## src/rtl/debouncer_multi.sv

```systemverilog
// ============================================================================
// Module      : debouncer_multi
// Description : Multi-channel input debouncer. Each channel runs a two-flop
//               synchroniser, a stability counter enabled by 'tick', and
//               drives a debounced level plus one-clock rise/fall strobes.
// Ports       : clk  - system clock, rising edge
//               rst  - asynchronous active-high reset
//               tick - counter enable strobe (tie high to count every clk)
//               in   - raw asynchronous inputs, one bit per channel
//               out  - debounced levels
//               rise - one-clock pulse when out[i] goes 0->1
//               fall - one-clock pulse when out[i] goes 1->0
// Revision    : 1.0 - initial release
// ============================================================================
`default_nettype none

module debouncer_multi #(
    parameter int                  CHANNELS      = 4,
    parameter int                  STABLE_CYCLES = 255,
    parameter logic [CHANNELS-1:0] RESET_VALUE   = '0
) (
    input  logic                clk,
    input  logic                rst,
    input  logic                tick,
    input  logic [CHANNELS-1:0] in,
    output logic [CHANNELS-1:0] out,
    output logic [CHANNELS-1:0] rise,
    output logic [CHANNELS-1:0] fall
);

    localparam int               CNT_W     = $clog2(STABLE_CYCLES + 1);
    localparam logic [CNT_W-1:0] c_cnt_max = CNT_W'(STABLE_CYCLES);
    localparam logic [CNT_W-1:0] c_cnt_one = CNT_W'(1);

    // Channels share nothing but clk, rst and tick.
    for (genvar i = 0; i < CHANNELS; i++) begin : g_ch
        logic             r_s0;   // first synchroniser stage, may go metastable
        logic             r_s1;   // second stage, the only reader of r_s0
        logic [CNT_W-1:0] r_cnt;  // ticks the synchronised level has held
        logic             r_out;
        logic             r_rise;
        logic             r_fall;

        logic             w_chg;
        logic             w_sat;
        logic             w_upd;

        // A difference between the stages means the level is still moving.
        assign w_chg = r_s0 ^ r_s1;
        assign w_sat = (r_cnt == c_cnt_max);
        // Only a completed window on a level different from out produces an
        // update; a glitch that returns to the current level is absorbed.
        assign w_upd = w_sat && !w_chg && (r_s1 != r_out);

        always_ff @(posedge clk or posedge rst) begin
            if (rst) begin
                r_s0   <= RESET_VALUE[i];
                r_s1   <= RESET_VALUE[i];
                r_cnt  <= '0;
                r_out  <= RESET_VALUE[i];
                r_rise <= 1'b0;
                r_fall <= 1'b0;
            end else begin
                r_s0 <= in[i];
                r_s1 <= r_s0;

                // A change restarts the window even on non-tick cycles;
                // otherwise count ticks and saturate instead of wrapping.
                if (w_chg) begin
                    r_cnt <= '0;
                end else if (tick && !w_sat) begin
                    r_cnt <= r_cnt + c_cnt_one;
                end

                // Strobes default low so each lasts exactly one clock.
                r_rise <= 1'b0;
                r_fall <= 1'b0;
                if (w_upd) begin
                    r_out  <= r_s1;
                    r_rise <= r_s1;
                    r_fall <= ~r_s1;
                end
            end
        end

        assign out[i]  = r_out;
        assign rise[i] = r_rise;
        assign fall[i] = r_fall;
    end

endmodule

`default_nettype wire

```

## config.mk

```make
export PLATFORM = sky130hd
export DESIGN_NAME = debouncer_multi
export DESIGN_NICKNAME = d
export VERILOG_FILES = /design/src/rtl/debouncer_multi.sv
export SDC_FILE = /design/constraint.sdc
export NUM_CORES = 1
export LEC_CHECK = 0
export BUFFER_PORTS_ARGS = -buffer_cell sky130_fd_sc_hd__buf_2
export CELL_PAD_IN_SITES_DETAIL_PLACEMENT = 0
export CELL_PAD_IN_SITES_GLOBAL_PLACEMENT = 1
export CORE_MARGIN = 1.5
export CORE_UTILIZATION = 42
export DETAILED_ROUTE_END_ITERATION = 10
export PLACE_DENSITY = 0.75
export SETUP_SLACK_MARGIN = 0.15
export SYNTH_ARGS = -nofsm -noshare
export SYNTH_HDL_FRONTEND = slang
export SYNTH_SLANG_ARGS = --single-unit
```

## constraint.sdc

```tcl
create_clock -name clk -period 1.6 [get_ports clk]
set_input_delay 0.32 -clock clk [delete_from_list [all_inputs] [get_ports clk]]
set_output_delay 0.32 -clock clk [all_outputs]
set_load 0.02 [all_outputs]
```

==> impl_metrics.toml, run 1 <==
[outcome]
outcome = "completed"

[clock_network]
cts_tree = "built"
clock_sinks = 52
clock_path_buffers = 2
root_buffer = "clkbuf_8"
path_clk_slew_ns = 0.10
htree_levels = 2
cts_buffers = 5
insertion_delay_ns = 0.31

[worst_setup_path]
crit_chain = "ha_4 -> or4_1 -> o211a_1"
critical-path-top-delay-family = "simple AND/OR/NAND/NOR gates"
reg2reg_depth = 3
cp.required_ns = 1.81
crit_fanout = 5
rrSetupSlack_ns = 0.13
critPathCaptureType = "flop"
reg2reg_to = "g_ch[2].r_cnt[7]$_DFFE_PP0P_"
path_class = "reg2reg"
startpoint_type = "flop"
timing.rr.start = "g_ch[2].r_cnt[1]$_DFFE_PP0P_"
crit_arrival_ns = 1.68
cpPeakStageDelay_ns = 0.50
cp_num_buf_inv = 0
cp_slowest_cell = "or4_1"

[logic_synthesis]
synth_area_mm2 = 0.002579
synth_cell_types = 37
synth_area_leaders = "dfrtp_1, nand2_1, mux2i_1, buf_4, nor3_1"
synthDominantCellAreaShare = 0.5046
synth_ff_type = "dfrtp_1"
synth_enable_flop_cells = 0
avgSynthCellArea_um2 = 10.11
synth_warnings = 0
async_flop_share = 1.000
synth_top_area_cell = "dfrtp_1"
synth-seq-cells = 52
synth_cells = 255
postSynthNetCount = 266
synth_common_cells = "dfrtp_1, nand2_1, nor3_1"
yosysSeqAreaShare = 0.5046
synth_most_common_cell = "dfrtp_1"

[routing]
drt-vias-per-instance = 5.651
first_pass_iters = 4
drtIter0Drc = 161
wire_per_inst_um = 14.70
drc = 0
ant_nets = 0
via_count = 1978
routed_wl_um = 5144

[place]
io_buffers = 18
routabilityCongestion = 0.8305
dpl_cell_area_mm2 = 0.002731
hpwl_um = 3380

[global_route]
track_usage = 0.1639
grt_pass1_wl_um = 8362
grt_max_degree = 53
antenna_found_initial = 0
grt_overflow = 0
grt_pass1_vias = 1790

[die]
start_util = 0.4355
ios = 19
die-height_um = 81.36
die-area_mm2 = 0.006619
core_area_mm2 = 0.005921
die_x_um = 81.36
rows = 28

[sta]
hold_viol_final = 0
max_slew_margin = 0.6344
worstMarginPinSlew_ns = 0.5444
fmax_ghz = 0.6804
whs_ns = 0.05466
rsz0062_at_grt = "true"
min_period_ns = 1.470
slew_viol_final = 0
final.period_utilization = 0.9186
finalClockSkew_ns = 0.01055
tns_ns = 0
setup_violations = 0

[layout]
diodes = 0
drive_above_1_share = 0.2255
areaGrowthSynthToFinish_pct = 14.36
final_area_mm2 = 0.002949
nNetsFinal = 285

[flow_run]
drv_cap = 0

[power]
power_leakage_nw = 1.225
pwr_density_cell_mw_per_mm2 = 832.6
worst_ir_drop_vdd_uv = 360.3

[hold_path]
hold_class = "in2async"
[logic make-up after synthesis]
| kind of cell | share of synthesized area |
|---|---|
| DFF | 0.5046 |
| muxes | 0.04270 |
| adders and majority gates | 0.01941 |
| xor gates and xnor gates | 0.02717 |
| and+or+nand+nor | 0.2154 |
| buffers and inverters | 0.05580 |
| AOI/OAI and AO/OA | 0.1349 |
[placed cells by master, fill, tap and decap left out, drive strengths merged, types with 3 or more instances in the layout]
cell and n:
nand2b 6, xnor2 4, or4 4, nor3 16
xor2 4, o211ai 4, nand2 30, nor4b 4
and3 5, a21oi 13, dfrtp 52, a31oi 9
inv 6, clkinvlp 3, buf 30, mux2i 11
a211oi 8, and4 7, ha 4, o21ai 14
clkbuf 6, nand4 11, nand3 10
[routing by layer]
layer	up-vias	GRT usage	wire length, um
met5	-	0	0
met4	0	0.05862	125
met3	11	0.03708	137
met2	24	0.2488	2377
met1	962	0.2278	2504
li1	981	-	-
[how the worst max path moves through the flow]
stage               slack (ns)  cells past startpoint                      endpoint                          from
floorplan                 0.15                      5  g_ch[3].r_cnt[0]$_DFFE_PP0P_  g_ch[3].r_cnt[0]$_DFFE_PP0P_
global placement          0.13                      4  g_ch[1].r_cnt[0]$_DFFE_PP0P_  g_ch[1].r_cnt[0]$_DFFE_PP0P_
detailed placement        0.11                      4  g_ch[1].r_cnt[0]$_DFFE_PP0P_  g_ch[1].r_cnt[0]$_DFFE_PP0P_
CTS                       0.15                      4  g_ch[3].r_cnt[6]$_DFFE_PP0P_  g_ch[3].r_cnt[0]$_DFFE_PP0P_
global route               0.1                      3  g_ch[2].r_cnt[7]$_DFFE_PP0P_  g_ch[2].r_cnt[1]$_DFFE_PP0P_
finish                    0.13                      3  g_ch[2].r_cnt[7]$_DFFE_PP0P_  g_ch[2].r_cnt[1]$_DFFE_PP0P_
[stage by stage]
step,power [mW],cells,util,worst slack (ns)
2_1_floorplan,1.557,255,-,0.1517
3_3_place_gp,1.630,339,0.4613,0.1291
3_5_place_dp,1.639,339,0.4613,0.1146
4_1_cts,2.464,349,0.4825,0.1502
5_1_grt,2.569,350,0.4981,0.09883
6_report,2.455,350,0.4981,0.1302
[sequential cells by signal, summed over array words and instances (netlist names)]
signal,count
g_ch.r_cnt,32
g_ch.r_fall,4
g_ch.r_out,4
g_ch.r_rise,4
g_ch.r_s0,4
g_ch.r_s1,4
[where the power goes]
group	switching (mW)	total [mW]	internal, mW
Sequential	0.0561	1.41	1.35
Combinational	0.134	0.237	0.103
Clock	0.457	0.808	0.351
Total	0.647	2.46	1.81
[timing repair]
action                     in CTS  in global routing
setup endpoints to repair       9                 16
hold buffers                    0                  0
resized for setup               3                 18
buffers inserted                2                  1
pin swaps                       0                  5
[worst register-to-register path, cell delays in order (launching register included)]
cell and delay, ns:
dfrtp_1 0.44, ha_4 0.20, or4_1 0.50, o211a_1 0.23
[final cells by class]
type	instances	area (um2)
clock buffers	6	82.58
clock inverters	2	15.01
multi-input cells	178	1230
flip-flops and latches	52	1305
well taps	75	93.84
fillers	570	2972
repair buffers	30	192.7
inverters	7	30.03
Note: power is estimated with default switching activity, not from simulation.
==> inputs of run 2 (changes only) <==
--- a/config.mk
+++ b/config.mk
@@ -9,9 +9,10 @@
 export CELL_PAD_IN_SITES_DETAIL_PLACEMENT = 0
 export CELL_PAD_IN_SITES_GLOBAL_PLACEMENT = 1
 export CORE_MARGIN = 1.5
-export CORE_UTILIZATION = 42
+export CORE_UTILIZATION = 47
+export CTS_CLUSTER_DIAMETER = 200
 export DETAILED_ROUTE_END_ITERATION = 10
-export PLACE_DENSITY = 0.75
+export PLACE_DENSITY = 0.85
 export SETUP_SLACK_MARGIN = 0.15
 export SYNTH_ARGS = -nofsm -noshare
 export SYNTH_HDL_FRONTEND = slang
==> constraint.sdc (replaced) <==
create_clock -name clk -period 1.5 [get_ports clk]
set_input_delay 0.3 -clock clk [delete_from_list [all_inputs] [get_ports clk]]
set_output_delay 0.3 -clock clk [all_outputs]
set_load 0.02 [all_outputs]
==> run 2 against run 1 <==
  * Fmax increased by 2.7%
  * Core utilization rose by 10 points
  * Critical endpoint unchanged
  * Count of clock-buffer cells in the layout is the same
  * Largest power group unchanged
  * Combinational power up 30%
  * Critical path type unchanged
  * Final cell count rose by 2.9%
  * Clock power increased by 7.2%
  * Setup slack worse by 0.062 ns
==> impl_metrics.toml, run 2 (synthesized netlist as in run 1, its figures left out) <==
[die]
rows = 26
ios = 19
start_util = 0.4954
die-area_mm2 = 0.005940
die-height_um = 77.07
core_area_mm2 = 0.005205
die_x_um = 77.07

[worst_setup_path]
crit_arrival_ns = 1.64
timing.rr.start = "g_ch[2].r_cnt[0]$_DFFE_PP0P_"
cp.depth = 3
startpoint_type = "flop"
crit_fanout = 4
critPathCaptureType = "flop"
crit_chain = "ha_2 -> or4_1 -> o211a_1"
critical-path-top-delay-family = "simple AND/OR/NAND/NOR gates"
reg2reg_depth = 3
cp_slowest_cell = "or4_1"
cpPeakStageDelay_ns = 0.50
reg2reg_to = "g_ch[2].r_cnt[7]$_DFFE_PP0P_"
cp_num_buf_inv = 0
cp.required_ns = 1.71
path_class = "reg2reg"
rrSetupSlack_ns = 0.07

[sta]
slew_viol_final = 0
tns_ns = 0
worstMarginPinSlew_ns = 0.4275
final.period_utilization = 0.9544
rsz0062_at_grt = "true"
setup_violations = 0
finalClockSkew_ns = 0.008018
fmax_ghz = 0.6986
max_slew_margin = 0.7140
hold_viol_final = 0
min_period_ns = 1.432

[place]
hpwl_um = 3161
routabilityCongestion = 0.8602
io_buffers = 18

[routing]
drt-vias-per-instance = 5.594
ant_nets = 0
wire_per_inst_um = 14.04
first_pass_iters = 4
drtIter0Drc = 169
via_count = 2014
drc = 0
routed_wl_um = 5053

[layout]
largest_reg_flops = 32
final_util = 0.5986
top_register = "g_ch.r_cnt"
drive_above_1_share = 0.2897
diodes = 0
nNetsFinal = 300
areaGrowthSynthToFinish_pct = 20.82
final_cell_mix = "dfrtp_1, nand2_1, buf_4, buf_2, nor3_1"
final_common_cell = "dfrtp_1"

[hold_path]
hold_class = "in2async"

[clock_network]
hold_buffers = 0
cts_buffers = 5
cts_tree = "built"
insertion_delay_ns = 0.31
path_clk_slew_ns = 0.10
clock_path_buffers = 2
clock_sinks = 52
root_buffer = "clkbuf_8"
htree_levels = 2

[flow_run]
drv_cap = 0

[global_route]
grt_pass1_wl_um = 8507
antenna_found_initial = 0
grt_overflow = 0
track_usage = 0.1770
grt_max_degree = 53
grt_pass1_vias = 1881

[power]
pwr_density_cell_mw_per_mm2 = 856.5
finalPower_mw = 2.668
worst_ir_drop_vdd_uv = 520.1
power_leakage_nw = 1.307

[outcome]
outcome = "completed"
## run 2: changes by cell type in the layout (fill, tap and decap cells not counted), moves of 2 or more
cell	previous run	this run
a21oi_2	2	0
a21oi_4	0	2
and4_4	0	2
buf_4	11	26
and4_1	5	3
o21ai_0	14	11
o21ai_1	0	2
## run 2: final cells by class
class	count	area, um2
repair buffers	45	305.3
clock inverters	2	15.01
multi-input cells	178	1290
well taps	70	87.58
inverters	7	30.03
clock buffers	6	82.58
fillers	441	2090
flip-flops and latches	52	1305
## run 2: timing repair
action / CTS / global route
endpoints found under the setup margin: 17 / 27
setup buffers: 5 / 9
resized for setup: 11 / 24
pin swaps: 2 / 8
## run 2: worst min-delay path: stages
cell and delay, ns:
buf_2 0.11, clkinvlp_4 0.07, buf_12 0.26
## run 2: how the worst max path moves through the flow
stage / startpoint / endpoint / slack, ns
5_1_grt: g_ch[2].r_cnt[1]$_DFFE_PP0P_ / g_ch[2].r_cnt[7]$_DFFE_PP0P_ / 0.02
2_1_floorplan: g_ch[2].r_cnt[1]$_DFFE_PP0P_ / g_ch[2].r_cnt[7]$_DFFE_PP0P_ / 0.09
3_5_place_dp: g_ch[2].r_cnt[1]$_DFFE_PP0P_ / g_ch[2].r_cnt[7]$_DFFE_PP0P_ / 0.05
3_3_place_gp: g_ch[2].r_cnt[1]$_DFFE_PP0P_ / g_ch[2].r_cnt[7]$_DFFE_PP0P_ / 0.07
4_1_cts: g_ch[2].r_cnt[0]$_DFFE_PP0P_ / g_ch[2].r_cnt[7]$_DFFE_PP0P_ / 0.07
6_report: g_ch[2].r_cnt[0]$_DFFE_PP0P_ / g_ch[2].r_cnt[7]$_DFFE_PP0P_ / 0.07
## run 2: per-layer routing
metal,up-vias,global-route usage,part of all wire
met1,971,0.2425,0.49
met2,26,0.2761,0.47
met3,6,0.03452,0.024
li1,1011,-,-
met4,0,0.07091,0.012
met5,-,0,0
## run 2: through the flow
stage	hold slack, ns	worst slack, ns	area (um2)	instances
after floorplan	0.3314	0.08506	2597	255
after global placement	0.3914	0.06831	2768	338
after detailed placement	0.3988	0.04554	2768	338
after CTS	0.05617	0.07417	2959	351
after global routing	0.06940	0.02328	3115	360
final	0.04643	0.06847	3115	360
## run 2: power breakdown
group	switching (mW)	internal, mW
Combinational	0.161	0.146
Clock	0.492	0.375
Sequential	0.0511	1.44
Total	0.704	1.96
